`src/rtl/alu_pkg.sv`:
```
// Shared definitions for the ALU execution unit: control codes, main-control
// op classes, R-type function fields and the execution FSM state type.
package alu_pkg;

    localparam int unsigned CTL_W = 4;
    localparam int unsigned OP_W  = 2;
    localparam int unsigned FN_W  = 6;

    // ALU control codes carried with each result
    localparam logic [CTL_W-1:0] CTL_AND = 4'b0000;
    localparam logic [CTL_W-1:0] CTL_OR  = 4'b0001;
    localparam logic [CTL_W-1:0] CTL_ADD = 4'b0010;
    localparam logic [CTL_W-1:0] CTL_SUB = 4'b0110;
    localparam logic [CTL_W-1:0] CTL_SLT = 4'b0111;
    localparam logic [CTL_W-1:0] CTL_MUL = 4'b1000;
    localparam logic [CTL_W-1:0] CTL_NOR = 4'b1100;
    localparam logic [CTL_W-1:0] CTL_ILL = 4'b1111;

    // Main-control op classes
    localparam logic [OP_W-1:0] OP_ADD   = 2'b00;
    localparam logic [OP_W-1:0] OP_SUB   = 2'b01;
    localparam logic [OP_W-1:0] OP_RTYPE = 2'b10;

    // R-type function fields
    localparam logic [FN_W-1:0] FN_ADD = 6'b100000;
    localparam logic [FN_W-1:0] FN_SUB = 6'b100010;
    localparam logic [FN_W-1:0] FN_AND = 6'b100100;
    localparam logic [FN_W-1:0] FN_OR  = 6'b100101;
    localparam logic [FN_W-1:0] FN_SLT = 6'b101010;
    localparam logic [FN_W-1:0] FN_NOR = 6'b100111;
    localparam logic [FN_W-1:0] FN_MUL = 6'b011000;

    typedef enum logic [1:0] {
        ST_IDLE = 2'd0,
        ST_MUL  = 2'd1,
        ST_DONE = 2'd2
    } state_e;

endpackage

```
`src/rtl/alu_ctl_decode.sv`:
```
// Combinational ALU control decoder.
// Ports: i_alu_op/i_func_code in; o_alu_ctl control code, o_is_mul for the
// multi-cycle multiply, o_illegal for any undecodable request (ctl 1111).
module alu_ctl_decode
    import alu_pkg::*;
#(
    parameter int unsigned MUL_EN = 1
) (
    input  logic [OP_W-1:0]  i_alu_op,
    input  logic [FN_W-1:0]  i_func_code,
    output logic [CTL_W-1:0] o_alu_ctl,
    output logic             o_is_mul,
    output logic             o_illegal
);

    // Default everything to the illegal encoding; legal cases override
    always_comb begin
        o_alu_ctl = CTL_ILL;
        o_is_mul  = 1'b0;
        o_illegal = 1'b1;
        case (i_alu_op)
            OP_ADD: begin o_alu_ctl = CTL_ADD; o_illegal = 1'b0; end
            OP_SUB: begin o_alu_ctl = CTL_SUB; o_illegal = 1'b0; end
            OP_RTYPE: begin
                case (i_func_code)
                    FN_ADD: begin o_alu_ctl = CTL_ADD; o_illegal = 1'b0; end
                    FN_SUB: begin o_alu_ctl = CTL_SUB; o_illegal = 1'b0; end
                    FN_AND: begin o_alu_ctl = CTL_AND; o_illegal = 1'b0; end
                    FN_OR:  begin o_alu_ctl = CTL_OR;  o_illegal = 1'b0; end
                    FN_SLT: begin o_alu_ctl = CTL_SLT; o_illegal = 1'b0; end
                    FN_NOR: begin o_alu_ctl = CTL_NOR; o_illegal = 1'b0; end
                    FN_MUL: begin
                        if (MUL_EN != 0) begin
                            o_alu_ctl = CTL_MUL;
                            o_is_mul  = 1'b1;
                            o_illegal = 1'b0;
                        end
                    end
                    default: ;
                endcase
            end
            default: ;
        endcase
    end

endmodule

```
`src/rtl/alu_exec_unit.sv`:
```
// ALU execution unit with valid/ready handshake on both sides.
// Single-cycle ops complete one cycle after accept; multiply is a serial
// shift-add taking WIDTH steps. Result, zero, alu_ctl and illegal are held
// while out_valid is high and the consumer stalls.
// Ports: clk, rst (async active-high); in_valid/in_ready, alu_op, func_code,
// op_a, op_b request side; out_valid/out_ready, result, zero, alu_ctl,
// illegal result side.
module alu_exec_unit
    import alu_pkg::*;
#(
    parameter int unsigned WIDTH  = 32,
    parameter int unsigned MUL_EN = 1
) (
    input  logic             clk,
    input  logic             rst,
    input  logic             in_valid,
    output logic             in_ready,
    input  logic [OP_W-1:0]  alu_op,
    input  logic [FN_W-1:0]  func_code,
    input  logic [WIDTH-1:0] op_a,
    input  logic [WIDTH-1:0] op_b,
    output logic             out_valid,
    input  logic             out_ready,
    output logic [WIDTH-1:0] result,
    output logic             zero,
    output logic [CTL_W-1:0] alu_ctl,
    output logic             illegal
);

    localparam int unsigned CNT_W = $clog2(WIDTH + 1);

    state_e             r_state;
    state_e             w_state_nxt;
    logic [CNT_W-1:0]   r_cnt;
    logic [WIDTH-1:0]   r_acc;
    logic [WIDTH-1:0]   r_mcand;
    logic [WIDTH-1:0]   r_mplier;
    logic [WIDTH-1:0]   r_result;
    logic               r_zero;
    logic [CTL_W-1:0]   r_ctl;
    logic               r_illegal;

    logic [CTL_W-1:0]   w_ctl;
    logic               w_is_mul;
    logic               w_illegal;
    logic               w_accept;
    logic               w_mul_last;
    logic [WIDTH-1:0]   w_alu_res;
    logic [WIDTH-1:0]   w_acc_step;

    alu_ctl_decode #(
        .MUL_EN (MUL_EN)
    ) u_decode (
        .i_alu_op    (alu_op),
        .i_func_code (func_code),
        .o_alu_ctl   (w_ctl),
        .o_is_mul    (w_is_mul),
        .o_illegal   (w_illegal)
    );

    assign in_ready   = (r_state == ST_IDLE) || ((r_state == ST_DONE) && out_ready);
    assign out_valid  = (r_state == ST_DONE);
    assign w_accept   = in_valid && in_ready;
    // Last shift-add step: its sum is the final product
    assign w_mul_last = (r_state == ST_MUL) && (r_cnt == CNT_W'(1));
    assign w_acc_step = r_acc + (r_mplier[0] ? r_mcand : '0);

    assign result  = r_result;
    assign zero    = r_zero;
    assign alu_ctl = r_ctl;
    assign illegal = r_illegal;

    // Single-cycle datapath; illegal and mul codes produce 0 here
    always_comb begin
        w_alu_res = '0;
        case (w_ctl)
            CTL_ADD: w_alu_res = op_a + op_b;
            CTL_SUB: w_alu_res = op_a - op_b;
            CTL_AND: w_alu_res = op_a & op_b;
            CTL_OR:  w_alu_res = op_a | op_b;
            CTL_NOR: w_alu_res = ~(op_a | op_b);
            CTL_SLT: w_alu_res = WIDTH'($signed(op_a) < $signed(op_b));
            default: w_alu_res = '0;
        endcase
    end

    // Next-state logic
    always_comb begin
        w_state_nxt = r_state;
        case (r_state)
            ST_IDLE: begin
                if (in_valid) w_state_nxt = w_is_mul ? ST_MUL : ST_DONE;
            end
            ST_MUL: begin
                if (w_mul_last) w_state_nxt = ST_DONE;
            end
            ST_DONE: begin
                if (out_ready) begin
                    if (in_valid) w_state_nxt = w_is_mul ? ST_MUL : ST_DONE;
                    else          w_state_nxt = ST_IDLE;
                end
            end
            default: w_state_nxt = ST_IDLE;
        endcase
    end

    // State register
    always_ff @(posedge clk or posedge rst) begin
        if (rst) r_state <= ST_IDLE;
        else     r_state <= w_state_nxt;
    end

    // Multiplier and result registers
    always_ff @(posedge clk or posedge rst) begin
        if (rst) begin
            r_cnt     <= '0;
            r_acc     <= '0;
            r_mcand   <= '0;
            r_mplier  <= '0;
            r_result  <= '0;
            r_zero    <= 1'b0;
            r_ctl     <= '0;
            r_illegal <= 1'b0;
        end else begin
            if (w_accept && w_is_mul) begin
                r_cnt    <= CNT_W'(WIDTH);
                r_acc    <= '0;
                r_mcand  <= op_a;
                r_mplier <= op_b;
            end else if (r_state == ST_MUL) begin
                r_cnt    <= r_cnt - CNT_W'(1);
                r_acc    <= w_acc_step;
                r_mcand  <= r_mcand << 1;
                r_mplier <= r_mplier >> 1;
            end

            if (w_accept && !w_is_mul) begin
                r_result  <= w_alu_res;
                r_zero    <= (w_alu_res == '0);
                r_ctl     <= w_ctl;
                r_illegal <= w_illegal;
            end else if (w_mul_last) begin
                r_result  <= w_acc_step;
                r_zero    <= (w_acc_step == '0);
                r_ctl     <= CTL_MUL;
                r_illegal <= 1'b0;
            end
        end
    end

endmodule

```
`config.mk`:
```
export PLATFORM = sky130hd
export DESIGN_NAME = alu_exec_unit
export DESIGN_NICKNAME = d
export VERILOG_FILES = /design/src/rtl/alu_pkg.sv /design/src/rtl/alu_ctl_decode.sv /design/src/rtl/alu_exec_unit.sv
export SDC_FILE = /design/constraint.sdc
export NUM_CORES = 1
export LEC_CHECK = 0
export BUFFER_PORTS_ARGS = -buffer_cell sky130_fd_sc_hd__buf_2
export CAP_MARGIN = 20
export CORE_ASPECT_RATIO = 1.75
export CORE_MARGIN = 2
export CORE_UTILIZATION = 50
export CTS_CLUSTER_SIZE = 14
export DETAILED_ROUTE_END_ITERATION = 16
export PLACE_DENSITY = 0.69
export SLEW_MARGIN = 10
export SYNTH_ARGS = -nofsm -noshare
export SYNTH_HDL_FRONTEND = slang
export SYNTH_SLANG_ARGS = --single-unit
```
`constraint.sdc`:
```
create_clock -name clk -period 9.2 [get_ports clk]
set_input_delay 1.84 -clock clk [delete_from_list [all_inputs] [get_ports clk]]
set_output_delay 1.84 -clock clk [all_outputs]
set_load 0.005 [all_outputs]
```
==> impl_summary.md, run 1 <==
Cells and area
The layout overhead on the synthesized area is 10.1%. The number of antenna diodes in the final layout is 0. In the final design database the tool counted 1961 nets. In the final layout, the share of cells above drive strength 1 is 11.1%. Leaving out filler cells and counting taps, the final layout contains 2087.

Timing
The number of hold-slack violations in the final timing report is 0. The worst path needs 5580 ps of the cycle, external delays included. Setup repair after global routing left no endpoint under its margin. The worst slew slack as a fraction of its limit is 18.2%. The slew of the pin with the lowest slew margin is 1210 ps. Setup violations remaining at the end of the flow were counted as 0. The count of pins over their slew limit is 0. Clock skew on the completed layout was measured at 14.2 ps. The fraction of the cycle the final worst path needs is 60.7%. The maximum clock frequency is 179 MHz. Final hold analysis gives a worst-case slack of 469 ps. Summed over all failing endpoints, the final setup total negative slack is 0 ps.

Synth
Counting flops with an async set or reset pin after synthesis yields a share of 100%. The number of different library cells used by synthesis comes to 93. The fraction of the mapped netlist area in compound gates is 30.1%.

After Yosys synthesis, full adders, half adders and majority gates account for 12.6% of the synthesized area. The number of instances in the synthesized netlist is 1690. The top cell type's share of synthesized area is 26.6%.

The portion of netlist area occupied by mux cells is 1.00%. The post-synth net total is 1899. Counting instances in the post-synthesis netlist gives the leading cell types as 244 x sky130_fd_sc_hd__nand2_1, 142 x sky130_fd_sc_hd__dfrtp_1, 130 x sky130_fd_sc_hd__ha_1. The proportion of synthesized chip area in sequential cells is 26.6%. The post-synth design cell area is 13400 sq um.

Summing the areas of all xor and xnor instances in the mapped netlist gives 2.88% of the synthesized area. During synthesis, Yosys emitted a total of 0 warnings. After Yosys synthesis, and, or, nand and nor cells account for 21.0% of the synthesized area. The biggest area contributor in the post-synthesis netlist is sky130_fd_sc_hd__dfrtp_1. In the synthesized netlist the dominant register cell turns out to be sky130_fd_sc_hd__dfrtp_1. The combinational family with the most area after synthesis is compound AO/OA/AOI/OAI gates. The average cell area after synthesis is 7.91 sq um. sky130_fd_sc_hd__nand2_1 is the most common cell in the netlist. In the post-synthesis netlist, the biggest area contributors are sky130_fd_sc_hd__dfrtp_1 27%, sky130_fd_sc_hd__ha_1 12%, sky130_fd_sc_hd__nand2_1 6.9%. The register bit total from synthesis is 142.

The number of enable-type register cells in the synthesized netlist is 0.

Global routing
The first global-routing pass estimated 78800 um of wire. The initial antenna violation count was 0. Entering global routing, the biggest net connects 86 pins.

The number of global-route vias before repair is 13608. The overflow left after global routing is 0. The total track usage is 36.9%.

Route
The detail route stage leaves a number of antenna-violating nets equal to 0. The count of TritonRoute iterations in the first routing pass is 5. Dividing the detail-routed via count by the number of cells gives 6.61.

The routed design has 52200 um of wire. The number of violations reported at the end of detailed-routing iteration 0 is 1300. The post-route DRC violation count is 0. The via total after detailed routing is 13805. The average wire length per cell after detail routing is 25.0 um.

Placed design
The count of buffers inserted at the top-level ports is 115. The placed cell count is 2057. Detailed placement finished with a half-perimeter wire length of 40300 um.

The weighted congestion at the end of routability-driven global placement is 1.04.

Clocking
Clock-pin slew was measured on the worst setup and hold paths at 60 ps. The number of clock sinks is 142. The count of hold-fix buffers inserted at cts is 0.

The number of clock buffers inserted by TritonCTS is 17. The quantity of gates resized following cts is 0. The clock insertion delay at the later pin of the skew report is 450 ps.

The H-tree generated during clock tree synthesis spans 4 levels. TritonCTS built the clock tree. Post-CTS timing repair inserted 0 buffers for setup.

The clock root buffer is sky130_fd_sc_hd__clkbuf_16. The maximum number of buffers from clock root to sink is 2.

Min path
In this run the most critical hold path is launched from result[21]. The path class of the lowest-slack min-delay path is reg -> reg.

Power
Summed over all cells, the static leakage comes to 7.12 nW. The maximum vdd drop is 0.000137 V. The cell area power density is 139 nW/um^2.

Floorplanning
116 I/O pins were placed. The die covers 28100 sq um. The initial core utilization is 50.5%. The die is 220 um tall. The number of rows created at floorplan is 79. The placeable core area is 26500 sq um. The die boundary width is 128 um.

Critical path
The worst reg2reg path startpoint is r_mplier[0]. STA classifies the critical path endpoint as a flip-flop. The classification of the worst setup path is in -> reg. The critical path startpoint is op_a[17]. Along the worst path, the maximum fanout reaches 11. STA puts the critical path data required time at 9580 ps.

STA puts the critical path data arrival time at 5960 ps. The worst setup path is launched from an input port.

Run
Max-cap violations in this run came to 0.

Status
The run finished with clean final reports.
==> critical path, cell delays in order <==
cell and delay, ps:
sky130_fd_sc_hd__buf_2 190, sky130_fd_sc_hd__inv_1 60, sky130_fd_sc_hd__ha_1 570, sky130_fd_sc_hd__nand4_1 290, sky130_fd_sc_hd__nor4b_1 1050, sky130_fd_sc_hd__a211o_1 250, sky130_fd_sc_hd__o311ai_0 130, sky130_fd_sc_hd__a21oi_1 400
sky130_fd_sc_hd__o211ai_1 150, sky130_fd_sc_hd__or4_1 520, sky130_fd_sc_hd__nor4_1 340, sky130_fd_sc_hd__nand2_1 90, sky130_fd_sc_hd__nand3_1 70
==> flip-flops by register name (all words and copies together) (netlist names) <==
name / flops
r_mplier: 32
result: 32
r_mcand: 32
r_cnt: 6
illegal: 1
r_state: 2
alu_ctl: 4
r_acc: 32
zero: 1
==> report_power, final <==
group          internal [W]  switching [W]
clock              0.000398       0.000296
sequential         0.000685      0.0000495
combinational      0.000221       0.000397
total               0.00130       0.000743
==> cells by family (layout without fill, tap and decap cells) <==
kind of cell | Yosys count | in the layout
AO/OA/AOI/OAI | 573 | 573
XOR/XNOR | 44 | 44
adder cells (fa/ha/maj) | 133 | 133
buffers and inverters | 198 | 271
flip-flops | 142 | 142
multiplexers | 13 | 13
AND/OR/NAND/NOR | 587 | 587
==> layout by cell type, fill, tap and decap left out, types with 8 or more instances in the layout <==
master and count:
sky130_fd_sc_hd__mux2i_1 10, sky130_fd_sc_hd__a22oi_1 74, sky130_fd_sc_hd__nor3_1 30, sky130_fd_sc_hd__o22ai_1 13, sky130_fd_sc_hd__and2_1 42, sky130_fd_sc_hd__o211ai_1 21, sky130_fd_sc_hd__a211oi_1 12, sky130_fd_sc_hd__nor2b_1 14
sky130_fd_sc_hd__o31ai_1 17, sky130_fd_sc_hd__ha_1 130, sky130_fd_sc_hd__a221o_1 21, sky130_fd_sc_hd__o21bai_1 12, sky130_fd_sc_hd__nand2b_1 16, sky130_fd_sc_hd__a21oi_1 124, sky130_fd_sc_hd__nor4_1 15, sky130_fd_sc_hd__a221oi_1 18
sky130_fd_sc_hd__nand3_1 36, sky130_fd_sc_hd__dfrtp_1 142, sky130_fd_sc_hd__nand4_1 13, sky130_fd_sc_hd__or3_1 8, sky130_fd_sc_hd__o221ai_1 13, sky130_fd_sc_hd__clkbuf_16 17, sky130_fd_sc_hd__a31oi_1 14, sky130_fd_sc_hd__o21ai_0 83
sky130_fd_sc_hd__buf_4 19, sky130_fd_sc_hd__buf_2 115, sky130_fd_sc_hd__a21o_1 34, sky130_fd_sc_hd__xnor2_1 34, sky130_fd_sc_hd__a22o_1 14, sky130_fd_sc_hd__inv_1 105, sky130_fd_sc_hd__nand2_1 244, sky130_fd_sc_hd__o21ai_1 8
sky130_fd_sc_hd__xor2_1 10, sky130_fd_sc_hd__o21a_1 13, sky130_fd_sc_hd__and3_1 9, sky130_fd_sc_hd__nor2_1 114
==> layer usage <==
layer  GRT usage (%)  share of wire (%)  up-vias
li1                -                  -     6300
met1            41.2                 37     6672
met2            64.7                 50      617
met3            4.69                5.0      216
met4            26.2                8.0        0
met5               0                  0        -
==> stage by stage <==
| stage | area [sq um] | worst slack, ps | total power, W | utilization [%] |
|---|---|---|---|---|
| floorplan | 13400 | 3550 | 0.00111 | - |
| global placement | 14100 | 3250 | 0.00134 | 53.4 |
| detailed placement | 14100 | 3330 | 0.00135 | 53.4 |
| CTS | 14700 | 3780 | 0.00204 | 55.5 |
| global route | 14700 | 3500 | 0.00213 | 55.5 |
| finish | 14700 | 3620 | 0.00205 | 55.5 |
==> final cells by class <==
type                       count  area, sq um
sequential                   142         3550
tap                          324          405
fill                        2567        11800
timing repair buffer         134          718
clock inverter                12          139
multi-input combinational   1350         9060
clock buffer                  18          429
inverter                     107          407
==> path summary, 6_finish.rpt <==
check                      slack, ps     endpoint  cells after the start
max                             3620         zero                     13
min                              470   result[21]                      2
max reg2reg                     3980         zero                     15
min reg2reg                      470   result[21]                      2
max in group asynchronous       6360   alu_ctl[3]                      3
min in group asynchronous       1570  r_mcand[30]                      2
(Power assumes the default switching activity.)
==> inputs of run 2 (changes only) <==
==> constraint.sdc (replaced) <==
create_clock -name clk -period 5.8 [get_ports clk]
set_input_delay 1.16 -clock clk [delete_from_list [all_inputs] [get_ports clk]]
set_output_delay 1.16 -clock clk [all_outputs]
set_load 0.005 [all_outputs]
==> run 2 against run 1 <==
Compared with the run above: sequential share of layout area shrank 0.082 points; sequential power rose by 58%; core utilization rose by 0.19 points; design area rose by 0.34%; first-iteration DRC count fell by 2.9%; setup slack got worse by 2600 ps; critical path type is now reg -> reg; largest cell class unchanged; highest routed layer unchanged.
==> impl_summary.md, run 2 (synthesis gave the netlist of run 1 again) <==
Route
The routed wire length is 51100 um (was 52200 um). The post-detailed-route via-to-cell ratio is 6.56 (was 6.61). The average wire length per cell after detail routing is 24.3 um (was 25.0 um). The residual antenna-violating net count after detailed routing came to 0 (unchanged). The number of violations reported at the end of detailed-routing iteration 0 is 1262 (was 1300). The via total after detailed routing is 13771 (was 13805). The count of TritonRoute iterations in the first routing pass is 6 (was 5). The post-route DRC violation count is 0 (unchanged).

Global routing
The number of global-route vias before repair is 13613 (was 13608). The maximum number of pins on one net before global-route repair is 82 (was 86). The overflow left after global routing is 0 (unchanged). The wire length of the first global-routing pass is 77300 um (was 78800 um). The total track usage is 36.3% (was 36.9%). The initial antenna violation count is 0 (unchanged).

Clocking
The quantity of gates resized following cts is 0 (unchanged). The number of clock buffers inserted by TritonCTS was 17 (unchanged). The clock insertion delay at the later pin of the skew report is 450 ps (about the same). The CTS tree is done (unchanged).

The clock edge transition at the registers on the reported setup and hold paths came to 60 ps (about the same). The count of hold-fix buffers inserted at cts came to 0 (unchanged). The number of H-tree levels is 4 (unchanged). The number of clock sinks is 142 (unchanged). The clock root buffer is sky130_fd_sc_hd__clkbuf_16 (unchanged). The maximum number of buffers from clock root to sink is 2 (unchanged). The buffers inserted during post-CTS setup optimization is 0 (unchanged).

Min path
The path class of the lowest-slack min-delay path was reg -> reg (unchanged).

Placed design
The count of buffers inserted at the top-level ports came to 115 (unchanged). The weighted congestion at the end of routability-driven global placement was 1.07 (was 1.04). The estimated wirelength of the detail-placed design came to 39700 um (was 40300 um).

Timing
The final-layout worst hold slack is 477 ps (was 469 ps). The setup TNS is 0 ps (unchanged). For this run, the top clock speed supported by timing is 209 MHz. The setup clock skew after layout is 10.8 ps (was 14.2 ps). The number of hold-slack violations in the final timing report is 0 (unchanged). The number of failing setup endpoints in the final timing report came to 0 (unchanged).

The slew of the pin with the lowest slew margin is 1120 ps (was 1210 ps). The worst slew slack as a fraction of its limit was 24.6% (was 18.2%). The final critical path takes up 82.4% of the cycle. The count of pins over their slew limit is 0 (unchanged).

The worst path in the final design needs a cycle of 4780 ps, including I/O delays and setup. Unrepaired setup endpoints after global routing: no (unchanged).

Floorplanning
The boundary pin count is 116 (unchanged). The placeable core area is 26500 sq um (unchanged). The height of the chip is 220 um (unchanged). The overall die area is 28100 sq um (unchanged). The die boundary width is 128 um (unchanged). The initial core utilization is 50.5% (unchanged).

The number of rows created at floorplan was 79 (unchanged).

Critical path
The cell repeated most along the worst path is sky130_fd_sc_hd__a21oi_1. The top fanout value on the critical path was 33 (was 11). The data required time at the worst endpoint was 6180 ps (was 9580 ps). The classification of the worst setup path was reg -> reg (was in -> reg). The arrival time of the worst setup path is 5160 ps (was 5960 ps). The slowest library cell on the worst path is sky130_fd_sc_hd__dfrtp_1 (was sky130_fd_sc_hd__nor4b_1).

The largest stage delay on the critical path is 700 ps (was 1050 ps). The kind of end point of the critical path was a flip-flop (unchanged). The kind of start point of the critical path is a flip-flop (was input port). Cell chain of the critical path: and2_1, ha_1, fa_1, a21o_1, and4_1, o2111ai_1, a21oi_1, nor4bb_1, nor2_1, a221oi_1, o21bai_1, a21oi_1, xnor2_1, or4b_1, nand3_1 (was buf_2, inv_1, ha_1, nand4_1, nor4b_1, a211o_1, o311ai_0, a21oi_1, o211ai_1, or4_1, nor4_1, nand2_1, nand3_1).

Cells and area
The area of combinational cells with multiple inputs is 9060 sq um (unchanged). The fraction of final layout cells sized beyond drive strength 1 is 11.7% (was 11.1%). The fill cell instance count of the final layout is 2600 (was 2567). The layout overhead on the synthesized area came to 10.5% (was 10.1%). Commonest cells after routing, fill and taps aside: 244 x sky130_fd_sc_hd__nand2_1, 142 x sky130_fd_sc_hd__dfrtp_1, 130 x sky130_fd_sc_hd__ha_1 (unchanged). The total inserted antenna cells came to 0 (unchanged). The commonest non-fill, non-tap cell in the layout is sky130_fd_sc_hd__nand2_1 (unchanged). The final net count is 1972 (was 1961).

The area occupied by registers was 3550 sq um (unchanged).

Power
The cell area power density is 215 nW/um^2 (was 139 nW/um^2). The standby leakage power is 7.15 nW (was 7.12 nW). The maximum vdd drop came to 0.000217 V (was 0.000137 V).

Run
The number of maximum-capacitance violations is 0 (unchanged).

Status
Result of the run: complete, no violations (unchanged).
run 2: power by group:
group	switching [W]	internal, W
registers	0.0000778	0.00109
clock network	0.000466	0.000558
logic	0.000629	0.000357
total	0.00117	0.00200
run 2: routing by layer:
| metal | global-route usage (%) | routed length [um] | part of all wire (%) |
|---|---|---|---|
| met4 | 24.1 | 3890 | 7.6 |
| met5 | 0 | 0 | 0 |
| met1 | 40.2 | 18800 | 37 |
| met3 | 5.03 | 2890 | 5.7 |
| met2 | 64.3 | 25500 | 50 |
run 2: final timing paths:
path / from / endpoint / slack [ps] / depth (start not counted)
max in group asynchronous: rst / r_mcand[5] / 3900 / 3
min in group asynchronous: rst / r_acc[28] / 720 / 2
worst min-delay path: result[21] / result[21] / 480 / 2
worst max register to register: r_mplier[0] / zero / 1020 / 15
worst max-delay path: r_mplier[0] / zero / 1020 / 15
worst min register to register: result[21] / result[21] / 480 / 2
run 2: stage by stage:
stage,cell area (sq um),util [%],setup slack [ps],cells,power [W]
detailed placement,14200,53.7,640,2068,0.00214
CTS,14800,55.7,1020,2100,0.00316
global placement,14200,53.7,656,2068,0.00213
global route,14800,55.7,650,2100,0.00331
finish,14800,55.7,1020,2100,0.00317
floorplan,13400,-,830,1690,0.00177
run 2: worst max-delay path, delay by kind of cell, from the launching register on:
family / cells / cell delay (ps)
adder cells (fa/ha/maj): 2 / 680
XOR/XNOR: 1 / 160
AO/OA/AOI/OAI: 6 / 1510
flip-flops: 1 / 700
AND/OR/NAND/NOR: 6 / 1670
run 2: layout make-up:
type                    count  area share [%]
inverters                 107            2.75
multi-input cells        1350            61.4
flip-flops and latches    142            24.1
well taps                 324            2.75
clock inverters            12           0.602
repair buffers            145            5.42
clock buffers              20            3.03
